### src/rtl/cpu_pkg.sv
// Shared encodings for the ARM-subset CPU: FSM states, ALU op codes, condition
// codes, opcode classes and the data-processing cmd decoder.
package cpu_pkg;

    typedef enum logic [3:0] {
        S_FETCH,
        S_DECODE,
        S_EXEC,
        S_ALUWB,
        S_MEMADR,
        S_MEMRD,
        S_MEMWB,
        S_MEMWR,
        S_BRANCH
    } state_t;

    localparam logic [3:0] ALU_ADD = 4'b0000;
    localparam logic [3:0] ALU_SUB = 4'b0001;
    localparam logic [3:0] ALU_AND = 4'b0010;
    localparam logic [3:0] ALU_ORR = 4'b0011;
    localparam logic [3:0] ALU_LSL = 4'b0100;
    localparam logic [3:0] ALU_LSR = 4'b0101;

    localparam logic [3:0] COND_EQ = 4'b0000;
    localparam logic [3:0] COND_NE = 4'b0001;
    localparam logic [3:0] COND_CS = 4'b0010;
    localparam logic [3:0] COND_CC = 4'b0011;
    localparam logic [3:0] COND_MI = 4'b0100;
    localparam logic [3:0] COND_PL = 4'b0101;
    localparam logic [3:0] COND_VS = 4'b0110;
    localparam logic [3:0] COND_VC = 4'b0111;
    localparam logic [3:0] COND_HI = 4'b1000;
    localparam logic [3:0] COND_LS = 4'b1001;
    localparam logic [3:0] COND_GE = 4'b1010;
    localparam logic [3:0] COND_LT = 4'b1011;
    localparam logic [3:0] COND_GT = 4'b1100;
    localparam logic [3:0] COND_LE = 4'b1101;
    localparam logic [3:0] COND_AL = 4'b1110;
    localparam logic [3:0] COND_NV = 4'b1111;

    localparam logic [1:0] OP_DP  = 2'b00;
    localparam logic [1:0] OP_MEM = 2'b01;
    localparam logic [1:0] OP_BR  = 2'b10;

    localparam logic [3:0] CMD_AND = 4'b0000;
    localparam logic [3:0] CMD_SUB = 4'b0010;
    localparam logic [3:0] CMD_ADD = 4'b0100;
    localparam logic [3:0] CMD_ORR = 4'b1100;
    localparam logic [3:0] CMD_LSL = 4'b1101;
    localparam logic [3:0] CMD_LSR = 4'b1110;

    // Returns {legal, alu_op}; unsupported cmds come back with legal=0.
    function automatic logic [4:0] cmd_decode(input logic [3:0] cmd);
        logic [4:0] res;
        case (cmd)
            CMD_ADD: res = {1'b1, ALU_ADD};
            CMD_SUB: res = {1'b1, ALU_SUB};
            CMD_AND: res = {1'b1, ALU_AND};
            CMD_ORR: res = {1'b1, ALU_ORR};
            CMD_LSL: res = {1'b1, ALU_LSL};
            CMD_LSR: res = {1'b1, ALU_LSR};
            default: res = {1'b0, ALU_ADD};
        endcase
        return res;
    endfunction

endpackage

### src/rtl/cond_check.sv
// Combinational ARM condition evaluation against an NZCV flag word.
module cond_check
    import cpu_pkg::*;
(
    input  logic [3:0] cond,
    input  logic [3:0] nzcv,
    output logic       pass
);

    logic flag_n;
    logic flag_z;
    logic flag_c;
    logic flag_v;

    assign flag_n = nzcv[3];
    assign flag_z = nzcv[2];
    assign flag_c = nzcv[1];
    assign flag_v = nzcv[0];

    always_comb begin
        pass = 1'b0;
        case (cond)
            COND_EQ: pass = flag_z;
            COND_NE: pass = !flag_z;
            COND_CS: pass = flag_c;
            COND_CC: pass = !flag_c;
            COND_MI: pass = flag_n;
            COND_PL: pass = !flag_n;
            COND_VS: pass = flag_v;
            COND_VC: pass = !flag_v;
            COND_HI: pass = flag_c && !flag_z;
            COND_LS: pass = !flag_c || flag_z;
            COND_GE: pass = (flag_n == flag_v);
            COND_LT: pass = (flag_n != flag_v);
            COND_GT: pass = !flag_z && (flag_n == flag_v);
            COND_LE: pass = flag_z || (flag_n != flag_v);
            COND_AL: pass = 1'b1;
            default: pass = 1'b0;
        endcase
    end

endmodule

### src/rtl/multicycle_controller.sv
// Multi-cycle sequencer: instruction decode, NZCV flag register, condition
// gating and the FSM driving every datapath strobe, stalling on mem_ready.
module multicycle_controller
    import cpu_pkg::*;
(
    input  logic       clk,
    input  logic       rst,
    input  logic [3:0] cond,
    input  logic [1:0] op,
    input  logic [5:0] funct,
    input  logic [3:0] rd,
    input  logic [3:0] alu_flags,
    input  logic       mem_ready,
    output logic       ir_write,
    output logic       pc_write,
    output logic       adr_src,
    output logic       mem_read,
    output logic       mem_write,
    output logic       reg_write,
    output logic [1:0] result_src,
    output logic       alu_src_a,
    output logic [1:0] alu_src_b,
    output logic [3:0] alu_control,
    output logic       instr_done,
    output logic       illegal
);

    state_t     state_reg;
    state_t     state_next;
    logic [3:0] nzcv_reg;
    logic [3:0] nzcv_next;
    logic       run_reg;

    logic       cond_pass;
    logic [4:0] cmd_info;
    logic       cmd_legal;
    logic [3:0] cmd_alu;
    logic       is_imm;
    logic       s_bit;
    logic       rd_is_pc;

    assign cmd_info  = cmd_decode(funct[4:1]);
    assign cmd_legal = cmd_info[4];
    assign cmd_alu   = cmd_info[3:0];
    assign is_imm    = funct[5];
    assign s_bit     = funct[0];
    assign rd_is_pc  = (rd == 4'b1111);

    cond_check u_cond_check (
        .cond (cond),
        .nzcv (nzcv_reg),
        .pass (cond_pass)
    );

    // run_reg keeps every strobe low until the first edge after reset release.
    always_ff @(posedge clk or negedge rst) begin
        if (!rst) begin
            state_reg <= S_FETCH;
            nzcv_reg  <= 4'b0000;
            run_reg   <= 1'b0;
        end else begin
            state_reg <= state_next;
            nzcv_reg  <= nzcv_next;
            run_reg   <= 1'b1;
        end
    end

    always_comb begin
        state_next  = state_reg;
        nzcv_next   = nzcv_reg;
        ir_write    = 1'b0;
        pc_write    = 1'b0;
        adr_src     = 1'b0;
        mem_read    = 1'b0;
        mem_write   = 1'b0;
        reg_write   = 1'b0;
        result_src  = 2'b00;
        alu_src_a   = 1'b0;
        alu_src_b   = 2'b00;
        alu_control = ALU_ADD;
        instr_done  = 1'b0;
        illegal     = 1'b0;

        if (run_reg) begin
            case (state_reg)
                S_FETCH: begin
                    mem_read  = 1'b1;
                    alu_src_a = 1'b1;
                    alu_src_b = 2'b10;
                    if (mem_ready) begin
                        ir_write   = 1'b1;
                        pc_write   = 1'b1;
                        result_src = 2'b10;
                        state_next = S_DECODE;
                    end
                end
                S_DECODE: begin
                    alu_src_a = 1'b1;
                    alu_src_b = 2'b10;
                    if (!cond_pass) begin
                        instr_done = 1'b1;
                        state_next = S_FETCH;
                    end else if (op == OP_DP && cmd_legal) begin
                        state_next = S_EXEC;
                    end else if (op == OP_MEM) begin
                        state_next = S_MEMADR;
                    end else if (op == OP_BR) begin
                        state_next = S_BRANCH;
                    end else begin
                        illegal    = 1'b1;
                        instr_done = 1'b1;
                        state_next = S_FETCH;
                    end
                end
                S_EXEC: begin
                    alu_src_b   = is_imm ? 2'b01 : 2'b00;
                    alu_control = cmd_alu;
                    state_next  = S_ALUWB;
                end
                S_ALUWB: begin
                    reg_write  = 1'b1;
                    pc_write   = rd_is_pc;
                    instr_done = 1'b1;
                    if (s_bit) begin
                        nzcv_next = alu_flags;
                    end
                    state_next = S_FETCH;
                end
                S_MEMADR: begin
                    alu_src_b  = 2'b01;
                    state_next = s_bit ? S_MEMRD : S_MEMWR;
                end
                S_MEMRD: begin
                    mem_read = 1'b1;
                    adr_src  = 1'b1;
                    if (mem_ready) begin
                        state_next = S_MEMWB;
                    end
                end
                S_MEMWB: begin
                    reg_write  = 1'b1;
                    result_src = 2'b01;
                    pc_write   = rd_is_pc;
                    instr_done = 1'b1;
                    state_next = S_FETCH;
                end
                S_MEMWR: begin
                    mem_write = 1'b1;
                    adr_src   = 1'b1;
                    if (mem_ready) begin
                        instr_done = 1'b1;
                        state_next = S_FETCH;
                    end
                end
                S_BRANCH: begin
                    alu_src_b  = 2'b01;
                    result_src = 2'b10;
                    pc_write   = 1'b1;
                    instr_done = 1'b1;
                    state_next = S_FETCH;
                end
                default: begin
                    state_next = S_FETCH;
                end
            endcase
        end
    end

endmodule
### config.mk
export PLATFORM = sky130hd
export DESIGN_NAME = multicycle_controller
export DESIGN_NICKNAME = d
export VERILOG_FILES = /design/src/rtl/cpu_pkg.sv /design/src/rtl/cond_check.sv /design/src/rtl/multicycle_controller.sv
export SDC_FILE = /design/constraint.sdc
export NUM_CORES = 1
export LEC_CHECK = 0
export CORE_MARGIN = 5
export CORE_UTILIZATION = 38
export DETAILED_ROUTE_END_ITERATION = 10
export PLACE_DENSITY = 0.83
export RECOVER_POWER = 100
export SYNTH_ARGS = -nofsm -noshare
export SYNTH_HDL_FRONTEND = slang
export SYNTH_SLANG_ARGS = --single-unit
### constraint.sdc
create_clock -name clk -period 2.24 [get_ports clk]
set_input_delay 0.56 -clock clk [delete_from_list [all_inputs] [get_ports clk]]
set_output_delay 0.56 -clock clk [all_outputs]
set_load 0.1 [all_outputs]
==> results of run 1 <==
metrics by stage:
| stage | power [uW] | setup TNS, ps | cells | hold slack [ps] |
|---|---|---|---|---|
| 3_5_place_dp | 1760 | -3040 | 209 | 570 |
| 4_1_cts | 1970 | -533 | 217 | 589 |
| 5_1_grt | 2300 | -1460 | 224 | 616 |
| 6_report | 2200 | -986 | 224 | 587 |
| 2_1_floorplan | 1260 | -2660 | 119 | 264 |
| 3_3_place_gp | 1710 | -2420 | 209 | 553 |
layout make-up:
cell class	instances	area (um2)	share of cell area, %
repair buffers	78	882	40.5
well taps	30	37.5	1.73
multi-input cells	98	982	45.1
flip-flops and latches	9	229	10.5
inverters	5	18.8	0.863
clock buffers	4	26.3	1.21
how the worst max path moves through the flow:
stage	startpoint	endpoint	slack, ps	cells past startpoint
final	cond[0]	instr_done	-280	8
after global routing	nzcv_reg[3]$_DFFE_PN0P_	instr_done	-330	7
after CTS	nzcv_reg[3]$_DFFE_PN0P_	instr_done	-220	6
after detailed placement	cond[0]	instr_done	-750	8
after global placement	cond[0]	illegal	-660	7
after floorplan	state_reg[2]$_DFFE_PN0P_	alu_control[1]	-430	4
cells by family after synthesis:
family / Yosys count
and+or+nand+nor: 56
AOI/OAI and AO/OA: 25
buffers and inverters: 12
DFF: 9
xor gates and xnor gates: 6
muxes: 6
adders and majority gates: 3
other: 2
power by group through the flow:
stage	Clock, uW	Sequential, uW	Combinational (uW)
after global routing	135	339	1830
final	122	331	1750
after CTS	127	313	1530
after floorplan	0	290	966
after detailed placement	0	304	1450
after global placement	0	297	1410
cells in the mapped netlist (2+ instances only):
master    count
nor2_1       10
dfrtp_1       9
nand2_1       8
nor3_1        7
nand2b_1      6
inv_1         5
nand3_1       5
and3_1        4
mux2_1        4
nor3b_1       4
a21o_1        3
clkbuf_1      3
ha_1          3
nand3b_1      3
xnor2_1       3
xor2_1        3
a21oi_1       2
buf_2         2
conb_1        2
mux2i_1       2
nor2b_1       2
o21a_1        2
o22ai_1       2
metal layers:
layer | up-vias | global-route usage, % | part of all wire, %
met5 | - | 0 | 0
met4 | 0 | 8.54 | 3.9
met3 | 16 | 1.51 | 3.8
met2 | 57 | 39.4 | 55
met1 | 620 | 23.7 | 37
li1 | 580 | - | -
cells in the final DEF (no fill, tap or decap), types with 3 or more instances in the layout:
cell and count:
clkdlybuf4s50_1 9, nand2b_1 6, nand2_2 3, inv_2 3
nor2_1 7, nor3_2 4, clkbuf_4 3, nand3b_1 3
nand2_1 5, and3_4 3, nand3_1 3, dlygate4sd2_1 5
dfrtp_1 6, nor3_4 3, mux2_1 4, dfrtp_2 3
buf_6 10, buf_12 18, buf_4 30
worst register-to-register path, cell delays in order (launching register included):
cell	delay (ps)
dfrtp_1	420
buf_4	190
mux2i_4	150
o22ai_2	120
a22oi_2	290
a31oi_4	140
buf_4	160
buf_4	120
buf_4	130
a41o_1	230
repair_timing:
| action | 4_1_cts | 5_1_grt |
|---|---|---|
| endpoints found under the hold margin | 0 | 0 |
| buffers inserted | 4 | 7 |
| resized for setup | 57 | 22 |
| endpoints found under the setup margin | 9 | 9 |
| hold buffers | 0 | 0 |
| pin swaps | 21 | 15 |
==> flow_metrics.py, run 1 <==
metrics = {
    "status": {
        "status": "finished, violations left",
        "violations": "setup timing",
    },
    "logic_synthesis": {
        "synth-xor-area-share_pct": 5.49,
        "syn_inst": 119,
        "yosysSeqAreaShare_pct": 23.5,
        "ys_types": 48,
        "synth_largest_area_cell": "dfrtp_1",
        "synth_edf_count": 0,
        "async_flop_share_pct": 100,
        "synth_top_area_share_pct": 23.5,
        "ys_seq_elements": 9,
        "synth_compound_area_share_pct": 21.4,
        "synth_flop_cell": "dfrtp_1",
        "ys_warn_count": 0,
        "synth_area_um2": 957,
        "yosys.area_share.simple_pct": 32.7,
        "synth_top_family_by_area": "simple AND/OR/NAND/NOR gates",
        "synth_area_leaders": "dfrtp_1, mux2_1, ha_1",
        "avgSynthCellArea_um2": 8.04,
        "synth_fp_nets": 145,
        "synth_fa_ha_area_share_pct": 3.92,
        "synth.area.mux_share_pct": 6.80,
    },
    "worst_setup_path": {
        "cp.buffers_inverters": 3,
        "slowest_stage": "a22oi_2",
        "critPathTopFamily": "compound AO/OA/AOI/OAI gates",
        "r2r-start": "nzcv_reg[3]$_DFFE_PN0P_",
        "reg2reg_to": "state_reg[1]$_DFFE_PN0P_",
        "path_cells": "buf_12 -> buf_6 -> xor2_2 -> o21a_1 -> a22oi_2 -> a32oi_2 -> o22ai_4 -> buf_12",
        "crit_fanout": 8,
        "cp_common_cell": "buf_12",
        "cpPeakStageDelay_ps": 280,
        "critPathRequiredTime_ps": 1680,
        "rrSetupSlack_ps": 190,
        "critPathLaunchType": "primary input",
        "reg2reg_depth": 9,
        "arrival_ps": 1960,
        "critPathKind": "primary input to output pin",
        "cp-end-kind": "output pin",
    },
    "min_path": {
        "hp-start": "nzcv_reg[2]$_DFFE_PN0P_",
        "min_path_cells": 1,
        "hp-class": "flip-flop to flip-flop",
        "worst_hold_path.endpoint": "nzcv_reg[2]$_DFFE_PN0P_",
    },
    "floorplanning": {
        "core_um2": 2430,
        "rows": 18,
        "die_y_um": 60.2,
        "io_pins": 40,
        "dieWidth_um": 60.2,
        "start_util_pct": 39.4,
        "die_area_um2": 3620,
    },
    "cts": {
        "clk_pin_slew_ps": 50,
        "cts_buffer_depth": 2,
        "htreeDepth": 1,
        "clockRootBuffer": "clkbuf_4",
        "clock-sinks": 9,
        "cts_tree": "yes",
        "clk_latency_ps": 260,
        "cts_made_buffers": 3,
    },
    "route": {
        "vias": 1273,
        "wl_per_cell_um": 19.0,
        "drc": 0,
        "drt.antenna.violating_nets": 0,
        "routed_wirelength_um": 4260,
        "vias_per_cell": 5.68,
        "drt_first_iter_violations": 42,
        "first_pass_iters": 4,
    },
    "pwr": {
        "comb_power_share_pct": 79.4,
        "p_int_uw": 1060,
        "p_sw_share_pct": 52.1,
        "clockPowerShare_pct": 5.5,
        "powerDensity_nw_per_um2": 1010,
        "seqPwrFrac_pct": 15.0,
        "irDropWorstVdd_v": 0.000952,
        "p_sw_uw": 1150,
        "leakage_uw": 0.000929,
    },
    "sta": {
        "hold_violations": 0,
        "setup_viol": 7,
        "fin_crit_sh_pct": 113,
        "worst_slack_ps": -281,
        "max_freq_mhz": 397,
        "fin_crit_ps": 2520,
        "fin_skew_ps": 8.71,
        "slew_viol_final": 0,
        "rsz0062_at_grt": "yes",
    },
    "grt": {
        "antenna_found_initial": 0,
        "grt_max_degree": 10,
        "grt_pass1_vias": 1254,
        "grt_pass1_wl_um": 5730,
        "grt_usage_pct": 20.9,
        "grt-ovfl-total": 0,
    },
    "place": {
        "dp_worst_setup_slack_ps": -746,
        "gp_congestion": 0.884,
        "placed_area_um2": 1870,
        "dp_hpwl_um": 2680,
        "port_buffers": 38,
    },
    "cells_and_area": {
        "nNetsFinal": 221,
        "final_cell_area_um2": 2180,
        "finish.utilization_pct": 89.5,
        "num_antenna_cells": 0,
        "synthToLayoutAreaGrowth_pct": 127,
        "fill_cells": 97,
        "layout-drive-gt1-share_pct": 58.8,
    },
    "run": {
        "drv_cap": 0,
    },
}
(Power assumes the default switching activity.)
==> inputs of run 2 (changes only) <==
Settings changed: ABC_CLOCK_PERIOD_IN_PS set to 2240, CTS_CLUSTER_DIAMETER set to 200, SKIP_CTS_REPAIR_TIMING set to 1.
==> flow_metrics.py, run 2 (synthesis results as in run 1) <==
metrics = {
    "sta": {
        "holdWs_ps": 627,
        "slew_viol_final": 0,
        "hold_violations": 0,
        "fin_crit_sh_pct": 114,
        "worst_slack_ps": -316,
        "fin_crit_ps": 2560,
        "fin_skew_ps": 7.48,
        "rsz0062_at_grt": "yes",
        "setup_viol": 7,
        "max_freq_mhz": 391,
    },
    "run": {
        "drv_cap": 0,
    },
    "floorplanning": {
        "io_pins": 40,
        "dieWidth_um": 60.2,
        "rows": 18,
        "die_area_um2": 3620,
        "start_util_pct": 39.4,
        "core_um2": 2430,
        "die_y_um": 60.2,
    },
    "cts": {
        "cts_made_buffers": 3,
        "clk_latency_ps": 260,
        "clock-sinks": 9,
        "cts_buffer_depth": 2,
        "htreeDepth": 1,
        "cts_tree": "yes",
        "clk_pin_slew_ps": 60,
        "clockRootBuffer": "clkbuf_4",
    },
    "grt": {
        "grt_max_degree": 10,
        "grt-ovfl-total": 0,
        "grt_pass1_wl_um": 4980,
        "grt_usage_pct": 18.0,
        "antenna_found_initial": 0,
        "grt_pass1_vias": 1155,
    },
    "worst_setup_path": {
        "cpPeakStageDelay_ps": 460,
        "arrival_ps": 2000,
        "critPathTopFamily": "simple AND/OR/NAND/NOR gates",
        "critPathKind": "flip-flop to output pin",
        "critPathRequiredTime_ps": 1680,
        "slowest_stage": "dfrtp_1",
        "crit_fanout": 4,
        "cp.buffers_inverters": 1,
        "cp-end-kind": "output pin",
        "critPathLaunchType": "flip-flop",
        "path_cells": "nor2_1 -> nand3_1 -> or2_2 -> a31oi_2 -> and3_4 -> buf_12",
    },
    "cells_and_area": {
        "layout_commonest_cell": "buf_4",
        "layout_common_cells": "buf_4, buf_12, clkdlybuf4s50_1",
        "layout-drive-gt1-share_pct": 50.5,
        "synthToLayoutAreaGrowth_pct": 116,
        "num_antenna_cells": 0,
        "nNetsFinal": 217,
    },
    "min_path": {
        "hp-class": "flip-flop to flip-flop",
    },
    "status": {
        "status": "finished, violations left",
        "violations": "setup timing",
    },
    "place": {
        "dp_hpwl_um": 2680,
        "port_buffers": 38,
        "gp_congestion": 0.884,
    },
    "route": {
        "vias": 1189,
        "vias_per_cell": 5.40,
        "drt.antenna.violating_nets": 0,
        "routed_wirelength_um": 3900,
        "drt_first_iter_violations": 50,
        "drc": 0,
        "wl_per_cell_um": 17.7,
        "first_pass_iters": 4,
    },
    "pwr": {
        "powerDensity_nw_per_um2": 1010,
        "irDropWorstVdd_v": 0.000941,
        "p_total_uw": 2100,
        "leakage_uw": 0.000950,
    },
}
## run 2: cell types whose count changed in the layout (fill, tap and decap cells not counted), moves of 2 or more
cell,previous run,this run
buf_6,10,7
buf_12,18,16
inv_1,2,4
inv_2,3,1
dlymetal6s2s_1,0,7
nor2_4,2,0
dlygate4sd2_1,5,0
nor2_1,7,9
clkdlybuf4s50_1,9,11
## run 2: layout make-up
type | instances | area, um2
multi-input cells | 98 | 906
repair buffers | 74 | 855
fillers | 131 | 360
flip-flops and latches | 9 | 229
well taps | 30 | 37.5
clock buffers | 4 | 26.3
inverters | 5 | 18.8
## run 2: routing by layer
layer  part of all wire [%]  global-route usage, %  wire (um)  vias to the layer above
li1                       -                      -          -                      568
met1                     41                   20.5       1580                      574
met4                    2.3                   8.23         90                        0
met3                    3.1                  0.864        121                       10
met2                     54                   33.6       2110                       37
met5                      0                      0          0                        -
## run 2: stage by stage
| stage | setup TNS (ps) | cell area, um2 | setup WS, ps | cells | utilization [%] |
|---|---|---|---|---|---|
| finish | -1010 | 2070 | -316 | 220 | 85.2 |
| CTS | -2320 | 1890 | -758 | 213 | 77.8 |
| global route | -1640 | 2070 | -379 | 220 | 85.2 |
| floorplan | -2660 | 1140 | -431 | 119 | - |
| detailed placement | -3040 | 1870 | -746 | 209 | 76.7 |
| global placement | -2420 | 1870 | -656 | 209 | 76.7 |
## run 2: path summary, 6_finish.rpt
kind	from	end	slack, ps	cells after the start
max	state_reg[3]$_DFFE_PN0P_	illegal	-320	6
min reg2reg	nzcv_reg[2]$_DFFE_PN0P_	nzcv_reg[2]$_DFFE_PN0P_	630	1
min	nzcv_reg[2]$_DFFE_PN0P_	nzcv_reg[2]$_DFFE_PN0P_	630	1
min in group asynchronous	rst	state_reg[0]$_DFFE_PN0P_	670	1
max in group asynchronous	rst	nzcv_reg[2]$_DFFE_PN0P_	1250	1
max reg2reg	nzcv_reg[0]$_DFFE_PN0P_	state_reg[1]$_DFFE_PN0P_	300	7
## run 2: power breakdown
part | internal [uW] | switching [uW] | leakage, uW
registers | 225 | 115 | 0.000112
clock network | 68.6 | 56.7 | 0.0000150
logic | 712 | 921 | 0.000823
==> inputs of run 3 (changes only) <==
Settings changed: SLEW_MARGIN set to 20.
==> results of run 3 <==
The final DEF is identical to that of run 2; final timing and power are the same.
==> variant 1 (config.mk and constraints of run 2) <==
Encoding of `state_t`: now Gray code (4 bits for 9 states).
--- a/src/rtl/cpu_pkg.sv
+++ b/src/rtl/cpu_pkg.sv
@@ -4,13 +4,13 @@
 
     typedef enum logic [3:0] {
-        S_FETCH,
-        S_DECODE,
-        S_EXEC,
-        S_ALUWB,
-        S_MEMADR,
-        S_MEMRD,
-        S_MEMWB,
-        S_MEMWR,
-        S_BRANCH
+        S_FETCH  = 4'b0000,
+        S_DECODE = 4'b0001,
+        S_EXEC   = 4'b0011,
+        S_ALUWB  = 4'b0010,
+        S_MEMADR = 4'b0110,
+        S_MEMRD  = 4'b0111,
+        S_MEMWB  = 4'b0101,
+        S_MEMWR  = 4'b0100,
+        S_BRANCH = 4'b1100
     } state_t;
 
Behaviour: same outputs for any inputs over 10 cycles, from zero or initial values and one cycle with rst low; not proved beyond that.
==> variant 1 against run 2 <==
- the flow still finishes with violations (setup timing)
- sequential power is 4% lower
- final area is 5.9% higher
- critical path depth is 1 higher
- core utilization is 1.8 points higher
- routed wire length is 31% higher
- global-route usage is 2.1 points higher
- die area is 6.1% higher
- worst setup slack worse by 0.25 ns
- total power is 11% higher
- sequential cell count stayed put
- area after synthesis is 7.3% higher
- sequential share of layout area is 0.50 points lower
==> variant 1: results (changes against run 2) <==
global-route wire length before repair 5840 um (was 4980 um); final weighted congestion of routability-driven global placement 0.884 (about the same); peak supply drop 1.19 mV (was 0.941 mV); post-synthesis sequential area ratio 21.9% (was 23.5%); run status finished, violations left (unchanged); TritonRoute pass-1 iters 6 (was 4); share of post-route cells with drive strength above 1 48.6% (was 50.5%); leakage power total 1.04 nW (was 0.950 nW); count of endpoints failing setup in the final report 11 (was 7); post-synthesis net count 163 (was 145); Area contributors post-synth dfrtp_1 22%, nand2_1 5.1%, nor2_1 4.8%, a21oi_1 4.4%, mux2_2 4.4% (was dfrtp_1 24%, mux2_1 4.7%, ha_1 3.9%, nand2b_1 3.9%, nor2_1 3.9%); violations in the final reports setup timing (unchanged); pre-CTS setup slack -0.923 ns (was -0.746 ns); final setup margin -0.566 ns (was -0.316 ns); vias in the first global route 1340 (was 1155); DP Wirelength 2910 um (was 2680 um); first-iteration detailed-routing DRC count 85 (was 50); Final nets 243 (was 217); gate family responsible for the most delay along the worst path buffers and inverters (was simple AND/OR/NAND/NOR gates); biggest fanout along the worst timing path 2 (was 4); arrival time at the worst endpoint 2.25 ns (was 2.00 ns); peak per-stage delay on the critical path 0.49 ns (was 0.46 ns); total routing usage reported by global routing 20.1% (was 18.0%); number of library cell types mapped by synthesis 47 (was 48); maximum number of pins on one net before global-route repair 12 (was 10); Slowest-stage cell, CP clkdlybuf4s50_1 (was dfrtp_1)
[variant 1: worst reg2reg max path, cell delays in order, from the launching register on]
cell and delay, ns:
dfrtp_2 0.44, nor4bb_4 0.16, o31a_1 0.33, a311o_1 0.32
a221oi_4 0.35, buf_4 0.20, o21ai_1 0.10
[variant 1: logic make-up after synthesis]
logic type / after synthesis / synth area share [%]
adder cells (fa/ha/maj): 3 / 3.65
other: 2 / 0.731
AND/OR/NAND/NOR: 61 / 31.8
buffers and inverters: 18 / 8.04
multiplexers: 5 / 5.36
flip-flops: 9 / 21.9
AO/OA/AOI/OAI: 34 / 24.2
XOR/XNOR: 5 / 4.26
[variant 1: layout make-up]
| type | instances | area (sq um) |
|---|---|---|
| Timing Repair Buffer | 85 | 932 |
| Multi-Input combinational cell | 110 | 936 |
| Fill cell | 110 | 329 |
| Sequential cell | 9 | 231 |
| Clock buffer | 4 | 26.3 |
| Tap cell | 30 | 37.5 |
| Inverter | 8 | 30.0 |
[variant 1: path summary, 6_finish.rpt]
check | start | end | slack (ns) | depth (start not counted)
worst max-delay path | op[0] | instr_done | -0.57 | 7
min in group asynchronous | rst | run_reg | 0.65 | 1
worst max register to register | nzcv_reg[3] | state_reg[1] | 0.21 | 6
worst min-delay path | nzcv_reg[3] | nzcv_reg[3] | 0.60 | 1
worst min register to register | nzcv_reg[3] | nzcv_reg[3] | 0.60 | 1
max in group asynchronous | rst | state_reg[3] | 1.27 | 1
[variant 1: power breakdown]
part	internal (mW)	leakage (nW)	total, mW	switching, mW
clock	0.0691	0.0150	0.132	0.0630
combinational	0.788	0.916	1.86	1.08
sequential	0.226	0.110	0.327	0.101
total	1.08	1.04	2.32	1.24
[variant 1: metrics by stage]
stage               instances  utilization (%)
finish                    246             87.0
floorplan                 137                -
global route              246             87.0
global placement          230             75.5
CTS                       234             76.6
detailed placement        230             75.5
[variant 1: routing by layer]
layer	track usage, %	part of all wire, %	vias to the layer above
li1	-	-	650
met2	37.3	51	119
met4	8.18	6.3	0
met3	2.07	7.4	39
met5	0	0	-
met1	23.1	35	706
==> variant 2 (config.mk and constraints of run 2) <==
Made on the original files. Reset style: synchronous (`rst`), changed in one clocked block.
--- a/src/rtl/multicycle_controller.sv
+++ b/src/rtl/multicycle_controller.sv
@@ -54,5 +54,5 @@
 
     // run_reg keeps every strobe low until the first edge after reset release.
-    always_ff @(posedge clk or negedge rst) begin
+    always_ff @(posedge clk) begin
         if (!rst) begin
             state_reg <= S_FETCH;
Check against the original RTL: differs if rst is asserted again (counterexample within 4 cycles, from zero or initial values and one cycle with rst low); with rst held inactive, the same outputs for 10 cycles.
==> variant 2 against run 2 <==
- the flow still finishes with violations (setup timing)
- routed wire length down 9.2%
- clock skew down 0.0058 ns
- final area down 8.4%
- sequential share of layout area down 1.2 points
- core utilization down 7.2 points
- sequential cell count unchanged
- worst setup slack worse by 0.13 ns
- area after synthesis down 1.6%
- largest cell class unchanged
Power is left out: it rests on default switching activity, and per cell area and clock period it moved more than threefold.
==> variant 2: results (changes against run 2) <==
total routed wire length on the met1 layer 1220 um (was 1580 um); per-cell via count in the routed design 5.65 (was 5.40); peak per-stage delay on the critical path 0.38 ns (was 0.46 ns); end of the worst register-to-register path state_reg[1] (unchanged); total met2 wirelength after detailed routing 1990 um (was 2110 um); met1 layer usage reported by global route 20.0% (was 20.5%); Area contributors post-synth dfxtp_1 19%, nand2_1 7.6%, o21ai_0 5.3%, nor2_1 4.4%, ha_1 4.0% (was dfrtp_1 24%, mux2_1 4.7%, ha_1 3.9%, nand2b_1 3.9%, nor2_1 3.9%); vias in the first global route 1197 (was 1155); total routing usage reported by global routing 19.4% (was 18.0%); share of post-route cells with drive strength above 1 40.2% (was 50.5%); violations in the final reports setup timing (unchanged); RR Startpoint state_reg[0] (was nzcv_reg[0]); final setup margin -0.446 ns (was -0.316 ns); count of filler cells inserted in the layout 169 (was 131); biggest fanout along the worst timing path 5 (was 4); gate family responsible for the most delay along the worst path compound AO/OA/AOI/OAI gates (was simple AND/OR/NAND/NOR gates); Synth async-reset ratio 0% (was 100%); post-synthesis sequential area ratio 19.1% (was 23.5%); post-synthesis net count 161 (was 145); count of endpoints failing setup in the final report 4 (was 7); Hold Crit Depth 2 (was 1); run status finished, violations left (unchanged); number of library cell types mapped by synthesis 41 (was 48); global-route wire length before repair 5310 um (was 4980 um); commonest cells in the netlist 19 x nand2_1, 11 x nor2_1, 10 x o21ai_0, 9 x dfxtp_1, 7 x nor3_1 (was 10 x nor2_1, 9 x dfrtp_1, 8 x nand2_1, 7 x nor3_1, 6 x nand2b_1); hold endpoint nzcv_reg[1] (was nzcv_reg[2]); top flip-flop cell by instance count after synthesis dfxtp_1 (was dfrtp_1); met3 routing resource usage after global routing 4.32% (was 0.864%)
==> variant 2: changes by cell type after synthesis, moves of 3 or more <==
cell      change
dfxtp_1       +9
mux2_1        -4
nand2b_1      -3
a21boi_0      +4
nand2_1      +11
a21o_1        -3
o21ai_0       +9
dfrtp_1       -9
a21oi_1       +3
nor2b_1       +3
==> variant 2: kinds of logic (layout without fill, tap and decap cells) <==
logic type | count (synthesis) | in the layout | synth area share (%)
AND/OR/NAND/NOR | 66 | 66 | 36.5
AO/OA/AOI/OAI | 36 | 36 | 25.8
buffers and inverters | 13 | 72 | 7.57
flip-flops | 9 | 9 | 19.1
XOR/XNOR | 6 | 6 | 5.58
adder cells (fa/ha/maj) | 3 | 3 | 3.98
other | 1 | 1 | 0.398
multiplexers | 1 | 1 | 1.06
==> variant 2: cell type report <==
class                      instances  area share (%)
tap                               30            1.98
sequential                         9            9.82
clock buffer                       4            1.38
timing repair buffer              64            40.2
inverter                           4           0.791
multi-input combinational        113            45.8
==> variant 2: worst max path at each step <==
stage,slack (ns),end,cells past startpoint
final,-0.45,instr_done,8
after global placement,-0.74,illegal,8
after global routing,-0.55,illegal,8
after detailed placement,-0.83,illegal,8
after CTS,-0.84,illegal,8
after floorplan,-0.33,alu_control[1],4
==> variant 2: tightest hold or removal path, cell delays in order (launching register included) <==
cell      delay [ns]
dfxtp_1         0.33
o21ai_0         0.08
a21boi_0        0.08
==> variant 2: per-stage QoR <==
step | area, sq um | std cells | worst slack [ns] | hold WS [ns]
finish | 1900 | 224 | -0.446 | 0.546
global route | 1900 | 224 | -0.553 | 0.579
CTS | 1790 | 220 | -0.836 | 0.543
detailed placement | 1760 | 216 | -0.835 | 0.519
global placement | 1760 | 216 | -0.741 | 0.506
floorplan | 1100 | 135 | -0.327 | 0.482
